### src/rtl/dds_da_pkg.sv
// Shared definitions for the multi-channel DDS: mode and register encodings,
// gain format, and the gain saturation helper.
package dds_da_pkg;

  typedef enum logic [1:0] {
    MODE_SINE = 2'd0,
    MODE_OOK  = 2'd1,
    MODE_BPSK = 2'd2,
    MODE_MUTE = 2'd3
  } mode_e;

  typedef enum logic [1:0] {
    REG_STEP      = 2'd0,
    REG_PHASE_OFS = 2'd1,
    REG_GAIN      = 2'd2,
    REG_MODE      = 2'd3
  } reg_addr_e;

  localparam int GAIN_W     = 9;
  localparam int GAIN_UNITY = 256;

  // Gain is Q1.8; anything above unity clips to unity so the scaler never overflows.
  function automatic logic [GAIN_W-1:0] sat_gain(input logic [31:0] value);
    return (value > 32'(GAIN_UNITY)) ? GAIN_W'(GAIN_UNITY) : value[GAIN_W-1:0];
  endfunction

endpackage

### src/rtl/dds_da_channel.sv
// One DDS channel: phase accumulator, ROM address stage, control delay line
// aligned to the ROM latency, and the gain scaler feeding the DA register.
module dds_da_channel
  import dds_da_pkg::*;
#(
  parameter int DATA_W  = 10,
  parameter int ADDR_W  = 10,
  parameter int PHASE_W = 32
) (
  input  logic               clk,
  input  logic               rst_n,
  input  logic               sync_clr,
  input  logic [PHASE_W-1:0] step,
  input  logic [ADDR_W-1:0]  phase_ofs,
  input  logic [GAIN_W-1:0]  gain,
  input  logic [1:0]         mode,
  input  logic               mod_bit,
  output logic [ADDR_W-1:0]  rom_addr,
  input  logic [DATA_W-1:0]  rom_data,
  output logic [DATA_W-1:0]  da_data
);

  localparam logic [DATA_W-1:0] MID  = {1'b1, {(DATA_W-1){1'b0}}};
  localparam logic [ADDR_W-1:0] HALF = {1'b1, {(ADDR_W-1){1'b0}}};
  localparam int PW = DATA_W + GAIN_W + 2;

  logic [PHASE_W-1:0] acc;
  logic [ADDR_W-1:0]  bpsk_ofs;
  logic [1:0]         mode_q1, mode_q2;
  logic [GAIN_W-1:0]  gain_q1, gain_q2;
  logic               bit_q1, bit_q2;
  logic signed [DATA_W:0] diff;
  logic [DATA_W-1:0]  scaled;
  logic [DATA_W-1:0]  sample;

  // NOTE: sequential state uses <= so every register samples pre-edge values.
  always_ff @(posedge clk or negedge rst_n) begin
    if (!rst_n) begin
      acc <= '0;
    end else if (sync_clr) begin
      acc <= '0;
    end else begin
      acc <= acc + step;
    end
  end

  assign bpsk_ofs = (mode == MODE_BPSK && mod_bit) ? HALF : '0;

  // Controls travel with their address through the one-cycle ROM latency.
  always_ff @(posedge clk or negedge rst_n) begin
    if (!rst_n) begin
      rom_addr <= '0;
      mode_q1  <= MODE_SINE;
      mode_q2  <= MODE_SINE;
      gain_q1  <= GAIN_W'(GAIN_UNITY);
      gain_q2  <= GAIN_W'(GAIN_UNITY);
      bit_q1   <= 1'b0;
      bit_q2   <= 1'b0;
    end else begin
      rom_addr <= acc[PHASE_W-1 -: ADDR_W] + phase_ofs + bpsk_ofs;
      mode_q1  <= mode;
      mode_q2  <= mode_q1;
      gain_q1  <= gain;
      gain_q2  <= gain_q1;
      bit_q1   <= mod_bit;
      bit_q2   <= bit_q1;
    end
  end

  // NOTE: every always_comb output is assigned on all paths, so no latch is inferred.
  always_comb begin
    diff   = $signed({1'b0, rom_data}) - $signed({1'b0, MID});
    scaled = DATA_W'(((PW'(diff) * PW'($signed({1'b0, gain_q2}))) >>> 8)
                     + PW'($signed({1'b0, MID})));
    sample = scaled;
    if (mode_q2 == MODE_MUTE || (mode_q2 == MODE_OOK && !bit_q2)) begin
      sample = MID;
    end
  end

  always_ff @(posedge clk or negedge rst_n) begin
    if (!rst_n) begin
      da_data <= MID;
    end else begin
      da_data <= sample;
    end
  end

endmodule

### src/rtl/dds_multi_da.sv
// Multi-channel DDS top: shadow/active configuration banks with atomic commit,
// per-channel generators, pipeline-fill valid flag and the inverted DA clock.
module dds_multi_da
  import dds_da_pkg::*;
#(
  parameter int                 CH_NUM   = 2,
  parameter int                 DATA_W   = 10,
  parameter int                 ADDR_W   = 10,
  parameter int                 PHASE_W  = 32,
  parameter logic [PHASE_W-1:0] DEF_STEP = PHASE_W'(32'd4194304)
) (
  input  logic                       clk,
  input  logic                       rst_n,
  input  logic                       cfg_we,
  input  logic [2:0]                 cfg_ch,
  input  logic [1:0]                 cfg_addr,
  input  logic [31:0]                cfg_wdata,
  input  logic                       cfg_commit,
  input  logic                       sync_clr,
  input  logic [CH_NUM-1:0]          bit_in,
  output logic [CH_NUM*ADDR_W-1:0]   rom_addr,
  input  logic [CH_NUM*DATA_W-1:0]   rom_data,
  output logic                       da_clk,
  output logic [CH_NUM*DATA_W-1:0]   da_data,
  output logic                       da_valid
);

  logic [PHASE_W-1:0] step_sh [CH_NUM];
  logic [PHASE_W-1:0] step_nx [CH_NUM];
  logic [PHASE_W-1:0] step_act[CH_NUM];
  logic [ADDR_W-1:0]  ofs_sh  [CH_NUM];
  logic [ADDR_W-1:0]  ofs_nx  [CH_NUM];
  logic [ADDR_W-1:0]  ofs_act [CH_NUM];
  logic [GAIN_W-1:0]  gain_sh [CH_NUM];
  logic [GAIN_W-1:0]  gain_nx [CH_NUM];
  logic [GAIN_W-1:0]  gain_act[CH_NUM];
  logic [1:0]         mode_sh [CH_NUM];
  logic [1:0]         mode_nx [CH_NUM];
  logic [1:0]         mode_act[CH_NUM];
  logic [2:0]         fill;

  // Next shadow values include this cycle's write, so a coincident commit picks it up.
  always_comb begin
    for (int k = 0; k < CH_NUM; k++) begin
      step_nx[k] = step_sh[k];
      ofs_nx[k]  = ofs_sh[k];
      gain_nx[k] = gain_sh[k];
      mode_nx[k] = mode_sh[k];
      if (cfg_we && cfg_ch == 3'(k)) begin
        case (reg_addr_e'(cfg_addr))
          REG_STEP:      step_nx[k] = PHASE_W'(cfg_wdata);
          REG_PHASE_OFS: ofs_nx[k]  = cfg_wdata[ADDR_W-1:0];
          REG_GAIN:      gain_nx[k] = sat_gain(cfg_wdata);
          REG_MODE:      mode_nx[k] = cfg_wdata[1:0];
        endcase
      end
    end
  end

  always_ff @(posedge clk or negedge rst_n) begin
    if (!rst_n) begin
      for (int k = 0; k < CH_NUM; k++) begin
        step_sh[k]  <= DEF_STEP;
        step_act[k] <= DEF_STEP;
        ofs_sh[k]   <= '0;
        ofs_act[k]  <= '0;
        gain_sh[k]  <= GAIN_W'(GAIN_UNITY);
        gain_act[k] <= GAIN_W'(GAIN_UNITY);
        mode_sh[k]  <= MODE_SINE;
        mode_act[k] <= MODE_SINE;
      end
    end else begin
      for (int k = 0; k < CH_NUM; k++) begin
        step_sh[k] <= step_nx[k];
        ofs_sh[k]  <= ofs_nx[k];
        gain_sh[k] <= gain_nx[k];
        mode_sh[k] <= mode_nx[k];
        if (cfg_commit) begin
          step_act[k] <= step_nx[k];
          ofs_act[k]  <= ofs_nx[k];
          gain_act[k] <= gain_nx[k];
          mode_act[k] <= mode_nx[k];
        end
      end
    end
  end

  // Three stages (accumulator, address, DA) must fill before samples are meaningful.
  always_ff @(posedge clk or negedge rst_n) begin
    if (!rst_n) begin
      fill <= '0;
    end else begin
      fill <= {fill[1:0], 1'b1};
    end
  end

  assign da_valid = fill[2];
  assign da_clk   = ~clk;

  for (genvar g = 0; g < CH_NUM; g++) begin : g_ch
    dds_da_channel #(
      .DATA_W  (DATA_W),
      .ADDR_W  (ADDR_W),
      .PHASE_W (PHASE_W)
    ) u_ch (
      .clk       (clk),
      .rst_n     (rst_n),
      .sync_clr  (sync_clr),
      .step      (step_act[g]),
      .phase_ofs (ofs_act[g]),
      .gain      (gain_act[g]),
      .mode      (mode_act[g]),
      .mod_bit   (bit_in[g]),
      .rom_addr  (rom_addr[g*ADDR_W +: ADDR_W]),
      .rom_data  (rom_data[g*DATA_W +: DATA_W]),
      .da_data   (da_data[g*DATA_W +: DATA_W])
    );
  end

endmodule

### config.mk
export PLATFORM = sky130hd
export DESIGN_NAME = dds_multi_da
export DESIGN_NICKNAME = d
export VERILOG_FILES = /design/src/rtl/dds_da_pkg.sv /design/src/rtl/dds_da_channel.sv /design/src/rtl/dds_multi_da.sv
export SDC_FILE = /design/constraint.sdc
export NUM_CORES = 1
export LEC_CHECK = 0
export BUFFER_PORTS_ARGS = -buffer_cell sky130_fd_sc_hd__buf_2
export CAP_MARGIN = 20
export CORE_UTILIZATION = 45
export CTS_BUF_LIST = sky130_fd_sc_hd__clkbuf_8
export CTS_CLUSTER_DIAMETER = 200
export DETAILED_ROUTE_END_ITERATION = 7
export SLEW_MARGIN = 25
export SYNTH_ARGS = -nofsm -noshare
export SYNTH_HDL_FRONTEND = slang
export SYNTH_SLANG_ARGS = --single-unit
### constraint.sdc
create_clock -name clk -period 5.8 [get_ports clk]
set_input_delay 0.58 -clock clk [delete_from_list [all_inputs] [get_ports clk]]
set_output_delay 0.58 -clock clk [all_outputs]
set_load 0.02 [all_outputs]
Word-level counts from Yosys, hierarchy flattened:

Cells that the tools add are included.
W data, S select, Z words.

* reduce and logical (&&, ||, !) cells: 12
* equal/unequal tests: 10
* mux-type cells: 23
* order comparisons: 1
* $add $sub $neg: 10
* bitwise operators: 1
* multiply operators: 2

Operators with widths (count)
* $mux W32: 6
* $mux W10: 8
* $add A32 B32 Y32: 2
* $mux W9: 5
* $add A10 B10 Y10: 4
* $mul A11 B10 Y18: 2
* $gt A32 B9 Y1 const B: 1
* $sub A10 B10 Y11 const B: 2
* $add A10 B10 Y10 const B: 2
* $eq A2 B2 Y1 const B: 6
* $mux W2: 4
* $eq A2 B1 Y1 const B: 3
* $logic_and A1 B1 Y1: 6
* $eq A3 B1 Y1 const B: 1
* $logic_not A3 Y1: 1
* $logic_not A1 Y1: 2
* $logic_not A2 Y1: 1
* $logic_or A1 B1 Y1: 2
* $not A1 Y1: 1

* register bits: 367
* logic and storage cells: 94

Longest topological paths before layout:

* word-level depth: 4
* mapped depth: 21

Cells and area by module:

Synthesis repeated with hierarchy kept, for this count alone.

* cell total of the unflattened synthesis: 2003
* area, all modules: 22879.4 sq um

By module, submodules not included
* dds_multi_da: cells an instance 532, seq. area each 5390.2 sq um, area an instance 8434.3 sq um, instances 1
* dds_da_channel (g_ch[0].u_ch): cells an instance 731, seq. area each 1905.6 sq um, area an instance 7225.7 sq um, instances 1
* dds_da_channel (g_ch[1].u_ch): cells an instance 740, seq. area each 1905.6 sq um, area an instance 7219.4 sq um, instances 1

==> impl_results.md <==
- Status: complete, no violations
- Layout cells sized above 1: 20.6%
- Hpwl dp: 33400 µm
- Async SR Flop Fraction: 100%
- H-tree Lvls: 3
- Util after Layout: 51.1%
- Crit path from: g_ch[0].u_ch.gain_q2[3]
- Final setup vio count: 0
- Worst-path clk slew: 0.06 ns
- CTS tree: yes
- Final RePlAce weighted congestion: 0.815
- ANT cells: 0
- Worst reg2reg path endpoint: g_ch[0].u_ch.da_data[5]
- Critical Path Start Type: flip-flop
- Depth of the most critical reg-to-reg path: 21
- Hold Path Class: in2reg
- CP endpoint: g_ch[0].u_ch.da_data[5]
- Drt via density: 5.06
- First-pass GRT wire length: 76900 µm
- Setup TNS: 0 ns
- Final period util: 93.7%
- Flop-to-flop setup slack: 0.36 ns
- Syn_area_per_cell: 11.4 µm²
- # fillers: 4459
- P_leak: 12.9 nW
- Total Die Area: 50400 µm²
- PortBufs: 105
- DRT Pass-1 Iters: 5
- Largest area contributor in the netlist: dfrtp_1
- Tmin final: 5.44 ns
- Vias: 14122
- Yosys warning total: 0
- Total track usage: 19.3%
- FF+latch count, synth: 367
- Initial Util: 45.6%
- Top cells by area, synth: dfrtp_1, fa_1, mux2_2
- IO Pins: 106
- Worst-margin pin slew: 0.911 ns
- Residual DRC: 0
- RSZ-0062 raised after global routing: false
- DRT iter0 DRCs: 656
- Synth top area share: 39.7%
- Library cells used by synthesis: 70
- FP Rows: 81
- Layout area overhead: 12.1%
- Max transition margin: 39.3%
- Worst VDD drop: 0.296 mV
- Fmax: 184 MHz
- Largest net degree at the start of global routing: 189
- Synth Flop Type: dfrtp_1
- Critical path class: reg2reg
- Die height: 224 µm
- Final antenna-violating net count: 0
- Initial antenna violation count: 0
- Die W: 224 µm
- Worst Setup End Kind: flip-flop
- Synth Net Count: 2328
- Mapped Area: 22300 µm²
- Fin nets: 2458
- Worst-Skew Late Latency: 0.63 ns
- Number of max-cap violations: 0
- Post-synth EDFFs: 0
- Vias in the first global route: 14987
- Arr. time, crit path: 5.91 ns
- Routed WL: 46300 µm
- Drt wl/cell: 16.6 µm
- Skew final: 0.0244 ns
- Sequential share of the synthesized area: 41.3%
- Grt total ovfl: 0
- Hold_ws: 0.0892 ns
- Reg-to-reg startpoint: g_ch[0].u_ch.gain_q2[3]
- Crit Path Max Fanout: 10
- Fin. max-slew vios: 0
- Total power: 8.76 mW
- Cts bufs inserted: 66
- Root Buffer Master: clkbuf_8
- Clock Tree Buf Depth: 3
- Hold Path Depth: 1
- PD cells: 351 nW/µm²
- Core box area: 48800 µm²
- Fin. Hold Viols: 0
- Crit path required time: 6.28 ns
- Post-Synthesis Cells: 1944
worst max-delay path: stages, from the launching register on:
cell      delay, ns
dfrtp_1        0.58
nand2_1        0.14
fa_1           0.56
inv_1          0.05
fa_1           0.50
inv_1          0.05
fa_1           0.48
inv_1          0.06
fa_1           0.54
inv_1          0.06
fa_1           0.53
inv_1          0.04
ha_1           0.31
nand3_1        0.08
o21ai_1        0.27
nor4_1         0.08
buf_4          0.15
a21oi_1        0.20
a21oi_1        0.16
o21bai_1       0.23
xnor2_1        0.14
nor2_1         0.05
metrics by stage:
stage | setup slack, ns | cell area, µm² | std cells
6_report | 0.363 | 25000 | 2791
5_1_grt | 0.0800 | 25000 | 2791
4_1_cts | 0.348 | 24900 | 2790
3_5_place_dp | 0.239 | 23500 | 2668
3_3_place_gp | 0.312 | 23500 | 2668
2_1_floorplan | 0.546 | 22300 | 1944
power by group:
| part | total (mW) | internal (mW) | switching [mW] |
|---|---|---|---|
| Clock | 2.57 | 1.43 | 1.14 |
| Combinational | 2.77 | 1.24 | 1.53 |
| Sequential | 3.41 | 3.15 | 0.264 |
routing by layer:
layer  vias to the layer above  wire length, µm  part of all wire, %  track usage (%)
li1                       6703                -                    -                -
met1                      7094            20800                   45             24.8
met2                       228            22700                   49             32.8
met3                        97             1490                  3.2             3.38
met4                         0             1330                  2.9             7.04
met5                         -                0                    0                0
logic make-up after synthesis:
kind of cell | count (synthesis) | share of synthesized area [%]
simple gates | 435 | 9.64
fa+ha+maj | 320 | 23.0
mux | 195 | 9.87
compound gates | 242 | 7.13
xor+xnor | 111 | 4.37
other cells | 1 | 0.0168
buf+inv | 273 | 4.66
flops | 367 | 41.3
synth_stat cells (4+ instances only):
| cell | count |
|---|---|
| o21a_1 | 15 |
| or3_1 | 4 |
| o21ai_0 | 43 |
| fa_1 | 148 |
| nand4_1 | 7 |
| and4_1 | 4 |
| a31oi_1 | 6 |
| nor3_1 | 16 |
| dfstp_2 | 14 |
| nand3_1 | 10 |
| o21ai_1 | 8 |
| a21oi_1 | 73 |
| o211ai_1 | 5 |
| nor4_1 | 10 |
| a211oi_1 | 5 |
| and3_1 | 7 |
| ha_1 | 172 |
| dfrtp_1 | 353 |
| buf_1 | 5 |
| nand2_1 | 139 |
| nor2_1 | 100 |
| nor2b_1 | 17 |
| o21bai_1 | 19 |
| nand2b_1 | 18 |
| mux2_2 | 194 |
| and2_1 | 83 |
| clkbuf_1 | 46 |
| buf_2 | 4 |
| xor2_1 | 33 |
| inv_1 | 217 |
| a21o_1 | 35 |
| xnor2_1 | 78 |
cell usage in the layout (no fill, tap or decap), types with 8 or more instances in the layout:
cell type and count:
dfrtp_1 353, inv_1 240, mux2_2 194, ha_1 172, fa_1 148, nand2_1 139
buf_2 103, nor2_1 100, and2_1 83, xnor2_1 78, clkbuf_8 78, a21oi_1 73
o21ai_0 43, a21o_1 35, xor2_1 33, o21bai_1 19, nand2b_1 18, nor2b_1 17
nor3_1 16, o21a_1 15, dfstp_2 14, nand3_1 10, nor4_1 10, buf_4 10
o21ai_1 8
state kept, by name (all words and copies together), names as in the netlist:
name and flops:
g_ch.u_ch.acc 64, step_act 64, step_sh 64, g_ch.u_ch.da_data 20, g_ch.u_ch.rom_addr 20, ofs_act 20
ofs_sh 20, g_ch.u_ch.gain_q1 18, g_ch.u_ch.gain_q2 18, gain_act 18, gain_sh 18, g_ch.u_ch.mode_q1 4
g_ch.u_ch.mode_q2 4, mode_act 4, mode_sh 4, fill 3, g_ch.u_ch.bit_q1 2, g_ch.u_ch.bit_q2 2
worst min-delay path by stage:
| stage | from | end | slack (ns) |
|---|---|---|---|
| CTS | bit_in[0] | g_ch[0].u_ch.bit_q1 | 0.04 |
| floorplan | rst_n | fill[0] | 0.28 |
| global placement | fill[0] | fill[1] | 0.33 |
| detailed placement | g_ch[1].u_ch.gain_q1[1] | g_ch[1].u_ch.gain_q2[1] | 0.34 |
| global route | bit_in[0] | g_ch[0].u_ch.bit_q1 | 0.04 |
| finish | bit_in[0] | g_ch[0].u_ch.bit_q1 | 0.09 |
what timing repair did:
action / in CTS / in global routing
gates resized for setup: 0 / 1
hold buffers: 1 / 0
setup buffers: 0 / 0
endpoints found under the setup margin: 0 / 1
hold endpoints to repair: 26 / 0
cell type report:
cell class	instances	area [µm²]	share of cell area (%)
Sequential cell	367	9200	36.9
Tap cell	664	831	3.33
Multi-Input combinational cell	1304	12000	48.2
Timing Repair Buffer	117	678	2.72
Inverter	216	811	3.25
Clock inverter	44	337	1.35
Clock buffer	79	1080	4.32
Power figures use the tool's default switching activity.
